File: config.mk
export PLATFORM = sky130hd
export DESIGN_NAME = fetch_stage
export DESIGN_NICKNAME = d
export VERILOG_FILES = /design/src/rtl/types_pkg.sv /design/src/rtl/fetch_ibuf.sv /design/src/rtl/fetch_stage.sv
export SDC_FILE = /design/constraint.sdc
export NUM_CORES = 1
export LEC_CHECK = 0
export ABC_AREA = 0
export BUFFER_PORTS_ARGS = -buffer_cell sky130_fd_sc_hd__buf_2
export CORE_AREA = 3 3 213 215
export DETAILED_ROUTE_END_ITERATION = 6
export DIE_AREA = 0 0 216 218
export HOLD_SLACK_MARGIN = 0.06
export PLACE_DENSITY = 0.59
export SLEW_MARGIN = 25
export SYNTH_ARGS = -nofsm -noshare
export SYNTH_HDL_FRONTEND = slang
export SYNTH_SLANG_ARGS = --single-unit
File: constraint.sdc
create_clock -name CLK -period 4.5 [get_ports CLK]
set_input_delay 0.675 -clock CLK [delete_from_list [all_inputs] [get_ports CLK]]
set_output_delay 0.675 -clock CLK [all_outputs]
set_load 0.005 [all_outputs]
File: src/rtl/types_pkg.sv
// Shared types for the fetch stage.
//   word_t        : 32-bit machine word (addresses and instructions)
//   fetch_state_t : fetch control states (RUN, KILL, HALTED)
//   ibuf_entry_t  : one instruction-buffer slot, instruction plus its PC
package types_pkg;

  typedef logic [31:0] word_t;

  typedef enum logic [1:0] {
    RUN,
    KILL,
    HALTED
  } fetch_state_t;

  typedef struct packed {
    word_t pc;
    word_t instr;
  } ibuf_entry_t;

  localparam word_t PC_STEP = 32'd4;

endpackage

File: src/rtl/fetch_ibuf.sv
// Circular FIFO holding fetched instructions together with their PCs.
// Ports:
//   clk, rst_n  : clock, asynchronous active-low reset
//   push, wdata : write one entry (ignored when full)
//   pop         : drop the head entry (ignored when empty)
//   flush       : discard every entry; wins over push and pop
//   rdata       : head entry, show-ahead (valid whenever !empty)
//   count       : number of stored entries
//   full, empty : occupancy flags
module fetch_ibuf
  import types_pkg::*;
#(
  parameter int DEPTH = 4
) (
  input  logic                    clk,
  input  logic                    rst_n,
  input  logic                    push,
  input  logic                    pop,
  input  logic                    flush,
  input  ibuf_entry_t             wdata,
  output ibuf_entry_t             rdata,
  output logic [$clog2(DEPTH):0]  count,
  output logic                    full,
  output logic                    empty
);

  localparam int AW = $clog2(DEPTH);
  localparam int CW = AW + 1;
  localparam logic [CW-1:0] FULL_COUNT = CW'(DEPTH);

  ibuf_entry_t   mem [DEPTH];
  logic [AW-1:0] rd_ptr;
  logic [AW-1:0] wr_ptr;
  logic          do_push;
  logic          do_pop;

  assign full    = (count == FULL_COUNT);
  assign empty   = (count == '0);
  assign do_push = push & ~full;
  assign do_pop  = pop & ~empty;
  assign rdata   = mem[rd_ptr];

  // Pointers wrap naturally because DEPTH is a power of two.
  always_ff @(posedge clk or negedge rst_n) begin
    if (!rst_n) begin
      rd_ptr <= '0;
      wr_ptr <= '0;
      count  <= '0;
    end else if (flush) begin
      rd_ptr <= '0;
      wr_ptr <= '0;
      count  <= '0;
    end else begin
      if (do_push) wr_ptr <= wr_ptr + 1'b1;
      if (do_pop)  rd_ptr <= rd_ptr + 1'b1;
      unique case ({do_push, do_pop})
        2'b10:   count <= count + 1'b1;
        2'b01:   count <= count - 1'b1;
        default: count <= count;
      endcase
    end
  end

  // Storage needs no reset: the pointers and count decide what is live.
  always_ff @(posedge clk) begin
    if (do_push && !flush) mem[wr_ptr] <= wdata;
  end

endmodule

File: src/rtl/fetch_stage.sv
// Instruction fetch stage: issues one-outstanding word reads to instruction
// memory, buffers returned instructions with their PCs and presents the head
// to decode. Handles redirects (branch/jump) and a permanent halt.
// Ports:
//   CLK, nRST                  : clock, asynchronous active-low reset
//   imem_req/addr/ack/rdata    : instruction memory read handshake
//   redirect_valid/redirect_pc : resolved control-flow target
//   halt                       : decode saw halt, stop fetching
//   instr_valid/instr/instr_pc : head of the instruction buffer
//   instr_ready                : decode consumes the head this cycle
//   halted                     : fetch permanently stopped
module fetch_stage
  import types_pkg::*;
#(
  parameter word_t RESET_PC   = 32'h0000_0000,
  parameter int    IBUF_DEPTH = 4
) (
  input  logic  CLK,
  input  logic  nRST,
  output logic  imem_req,
  output word_t imem_addr,
  input  logic  imem_ack,
  input  word_t imem_rdata,
  input  logic  redirect_valid,
  input  word_t redirect_pc,
  input  logic  halt,
  output logic  instr_valid,
  output word_t instr,
  output word_t instr_pc,
  input  logic  instr_ready,
  output logic  halted
);

  localparam int CW = $clog2(IBUF_DEPTH) + 1;
  localparam logic [CW-1:0] DEPTH_COUNT = CW'(IBUF_DEPTH);

  fetch_state_t  state;
  word_t         pc;
  word_t         req_addr;
  logic          pending;
  logic          halt_req;
  logic          accepted;
  logic          stalled;
  logic          ibuf_push;
  logic          ibuf_pop;
  logic          ibuf_flush;
  logic          ibuf_full;
  logic          ibuf_empty;
  logic [CW-1:0] ibuf_count;
  ibuf_entry_t   ibuf_head;
  ibuf_entry_t   ibuf_wdata;

  // A request that was not acked stays up with its original address, so the
  // memory sees a stable request even if pc moves or the buffer fills.
  assign imem_req  = nRST & (pending | ((state == RUN) & (ibuf_count < DEPTH_COUNT)));
  assign imem_addr = pending ? req_addr : pc;

  // Acks are only meaningful against a live request; stray acks are ignored.
  assign accepted = imem_req & imem_ack;
  assign stalled  = imem_req & ~imem_ack;

  assign ibuf_flush = (state != HALTED) & (halt | redirect_valid);
  assign ibuf_push  = (state == RUN) & accepted & ~halt & ~redirect_valid & ~ibuf_full;
  assign ibuf_pop   = instr_valid & instr_ready;
  assign ibuf_wdata = '{pc: pc, instr: imem_rdata};

  assign instr_valid = ~ibuf_empty;
  assign instr       = ibuf_head.instr;
  assign instr_pc    = ibuf_head.pc;
  assign halted      = (state == HALTED);

  fetch_ibuf #(
    .DEPTH (IBUF_DEPTH)
  ) u_ibuf (
    .clk   (CLK),
    .rst_n (nRST),
    .push  (ibuf_push),
    .pop   (ibuf_pop),
    .flush (ibuf_flush),
    .wdata (ibuf_wdata),
    .rdata (ibuf_head),
    .count (ibuf_count),
    .full  (ibuf_full),
    .empty (ibuf_empty)
  );

  // KILL waits out a request made before a redirect/halt and throws its data
  // away; halt_req remembers that the wait ends in HALTED rather than RUN.
  always_ff @(posedge CLK or negedge nRST) begin
    if (!nRST) begin
      state    <= RUN;
      pc       <= RESET_PC;
      req_addr <= RESET_PC;
      pending  <= 1'b0;
      halt_req <= 1'b0;
    end else begin
      pending  <= stalled;
      req_addr <= imem_addr;
      unique case (state)
        RUN: begin
          if (halt) begin
            if (stalled) begin
              state    <= KILL;
              halt_req <= 1'b1;
            end else begin
              state <= HALTED;
            end
          end else if (redirect_valid) begin
            pc <= redirect_pc;
            if (stalled) state <= KILL;
          end else if (accepted) begin
            pc <= pc + PC_STEP;
          end
        end
        KILL: begin
          if (halt) begin
            halt_req <= 1'b1;
          end else if (redirect_valid && !halt_req) begin
            pc <= redirect_pc;
          end
          if (accepted) state <= (halt || halt_req) ? HALTED : RUN;
        end
        HALTED: begin
          state <= HALTED;
        end
        default: begin
          state <= RUN;
        end
      endcase
    end
  end

endmodule

==> results_dict.tcl <==
set metrics [dict create \
    die_x_um 216 \
    synth_cell_type_count 62 \
    outcome "finished clean" \
    antenna_cells 0 \
    cts-root-buf "clkbuf_16" \
    p_leak_nw 5.536 \
    grt_pass1_vias 7486 \
    grt_first_pass_wirelength_mm 47.33 \
    most-common-layout-cells "256 x edfxtp_1, 167 x buf_2, 72 x dfrtp_1" \
    numCtsBuffers 36 \
    path_class "flip-flop to output pin" \
    finalCritPeriodShare 0.7346 \
    drtIter0Drc 543 \
    grt_usage 0.1319 \
    drt_wl_total_mm 31.48 \
    relSlewSlack 0.3639 \
    cts.sink_count 331 \
    fmax_mhz 302.5 \
    ant_nets 0 \
    syn-mean-instance-area_sq_um 18.03 \
    final_cell_area_sq_um 15790 \
    arrival_ns 2.63 \
    mostFrequentLayoutCell "edfxtp_1" \
    htreeDepth 2 \
    syn_area_sq_um 13070 \
    seq_area_frac_synth 0.7318 \
    tns_ns 0 \
    min-delay-path-class "input port to flip-flop" \
    totalPowerFinal_mw 8.056 \
    fin_hold_ws_ns 0.3607 \
    insertion_delay_ns 0.53 \
    slew_viol_final 0 \
    ir_worst_vdd_mv 0.2983 \
    grt_setup_unrepaired "false" \
    clock_skew_ns 0.02673 \
    synth_edf_count 256 \
    vias 7425 \
    clock_path_buffers 3 \
    finalNetCount 986 \
    critPathRequiredTime_ns 3.83 \
    post_drt_wl_per_cell_um 20.59 \
    syn-instance-count 725 \
    fp.dieArea_sq_um 47090 \
    drtPass1Iterations 4 \
    die_h_um 218 \
    yosysWarnings 0 \
    clk_pin_slew_ns 0.06 \
    io_pins 169 \
    synthArstFlopShare 0.2266 \
    cts_setup_buffers 0 \
    drc 0 \
    initial_utilization 0.2975 \
    crit_fanout 38 \
    cp-start-kind "flip-flop" \
    rows 77 \
    antenna_found_initial 0 \
    end_kind "output pin" \
    power-per-cell-area_nw_per_um2 510.0 \
    drv_cap 0 \
    cts_tree "done" \
    ys_ff_latch 331 \
    synth_nets 801 \
    tightest_slew_ns 0.9542 \
    hold_viol 0 \
    hpwl_mm 20.05 \
    period_minus_slack_ns 3.306 \
    gp_congestion 0.8072 \
    fp.coreArea_sq_um 43930 \
    avgViaCountPerCell 4.856 \
    fillers 4181 \
    grt_overflow 0 \
    drive_gt1_frac 0.3671 \
    area_growth_pct 20.84 \
    portBuffers 168 \
    placed_cell_area_sq_um 14590 \
    synth-main-ff-cell "edfxtp_1" \
    setup_viol 0 \
    grt_max_degree 68 \
]
-- cell families (layout without fill, tap and decap cells) --
family / after synthesis / in the layout / synth area share
buf+inv: 42 / 254 / 0.01369
simple gates: 131 / 131 / 0.05399
compound gates: 121 / 121 / 0.05859
flops: 331 / 331 / 0.7318
mux: 92 / 92 / 0.1343
xor+xnor: 2 / 2 / 0.001340
fa+ha+maj: 6 / 6 / 0.006318
-- worst max-delay path, stage by stage, from the launching register on --
cell     delay [ns]
dfrtp_4        0.98
buf_4          0.37
mux4_2         0.59
buf_2          0.16
-- area by class of cell --
type | instances | area, sq um | area share
clock buffer | 45 | 944.7 | 0.05981
clock inverter | 20 | 136.4 | 0.008635
inverter | 8 | 30.03 | 0.001901
multi-input combinational | 352 | 3352 | 0.2122
sequential | 331 | 9573 | 0.6061
tap | 592 | 740.7 | 0.04690
timing repair buffer | 181 | 1017 | 0.06441
-- synth_stat cells (all sizes together) (2+ instances only) --
| library cell | n | share of area |
|---|---|---|
| and4 | 4 | 0.0030 |
| nor3 | 12 | 0.0050 |
| nor2b | 3 | 0.0014 |
| dfrtp | 75 | 0.14 |
| or4 | 2 | 0.0017 |
| o22a | 3 | 0.0020 |
| a2bb2oi | 4 | 0.0027 |
| nand3 | 15 | 0.0067 |
| xor2 | 2 | 0.0013 |
| edfxtp | 256 | 0.59 |
| o31ai | 4 | 0.0023 |
| o21ai | 28 | 0.011 |
| o2bb2a | 4 | 0.0031 |
| nand2 | 43 | 0.012 |
| a21o | 2 | 0.0012 |
| a211oi | 3 | 0.0021 |
| clkbuf | 18 | 0.0053 |
| and3 | 7 | 0.0034 |
| a22o | 2 | 0.0014 |
| nor3b | 2 | 0.0011 |
| a31oi | 3 | 0.0014 |
| nand4 | 12 | 0.0069 |
| o22ai | 13 | 0.0062 |
| or3 | 3 | 0.0014 |
| mux4 | 64 | 0.11 |
| a211o | 2 | 0.0013 |
| ha | 5 | 0.0048 |
| mux2 | 27 | 0.023 |
| or2 | 2 | 0.00096 |
| a21oi | 40 | 0.016 |
| o211ai | 2 | 0.0011 |
| nor2 | 20 | 0.0061 |
| buf | 16 | 0.0061 |
| o32ai | 4 | 0.0027 |
| nand2b | 3 | 0.0014 |
| inv | 8 | 0.0023 |
-- per-stage QoR --
| step | instances | util | worst slack (ns) |
|---|---|---|---|
| floorplan | 725 | - | 1.267 |
| global placement | 1458 | 0.3321 | 1.655 |
| detailed placement | 1458 | 0.3321 | 1.645 |
| CTS | 1524 | 0.3570 | 1.070 |
| global route | 1529 | 0.3595 | 0.9528 |
| finish | 1529 | 0.3595 | 1.194 |
-- per-layer routing --
layer  GRT usage  up-vias  wire [um]
met5           0        -          0
met4     0.03174        0        498
met3     0.03442       36       2377
met2      0.2059      273      14560
met1      0.1856     3809      14040
li1            -     3307          -
-- worst paths after layout --
| path | to | slack [ns] | startpoint | cells past startpoint |
|---|---|---|---|---|
| hold / removal | pending | 0.36 | imem_ack | 2 |
| min in group asynchronous | u_ibuf.wr_ptr[0] | 0.63 | nRST | 2 |
| setup / recovery | instr_pc[19] | 1.19 | u_ibuf.rd_ptr[0] | 3 |
| hold reg to reg | req_addr[17] | 0.49 | req_addr[17] | 1 |
| setup reg to reg | u_ibuf.count[2] | 2.01 | state[0] | 7 |
| max in group asynchronous | u_ibuf.rd_ptr[1] | 2.96 | nRST | 3 |
-- flip-flops by register name, indices dropped and copies added (netlist names) --
register       flops
pc                32
u_ibuf.wr_ptr      2
pending            1
state              2
u_ibuf.rd_ptr      2
halt_req           1
req_addr          32
u_ibuf.mem       256
u_ibuf.count       3
-- what timing repair did --
item | in CTS | in global routing
hold buffers | 1 | 0
endpoints found under the hold margin | 8 | 0
gates resized for setup | 0 | 0
-- report_power, final --
part           switching (mW)  internal [mW]  leakage (nW)  total [mW]
logic                   0.705          0.870          1.78        1.57
registers               0.319           3.45          3.24        3.77
clock network            1.16           1.55         0.522        2.71
total                    2.19           5.87          5.54        8.06
Note: power is estimated with default switching activity, not from simulation.
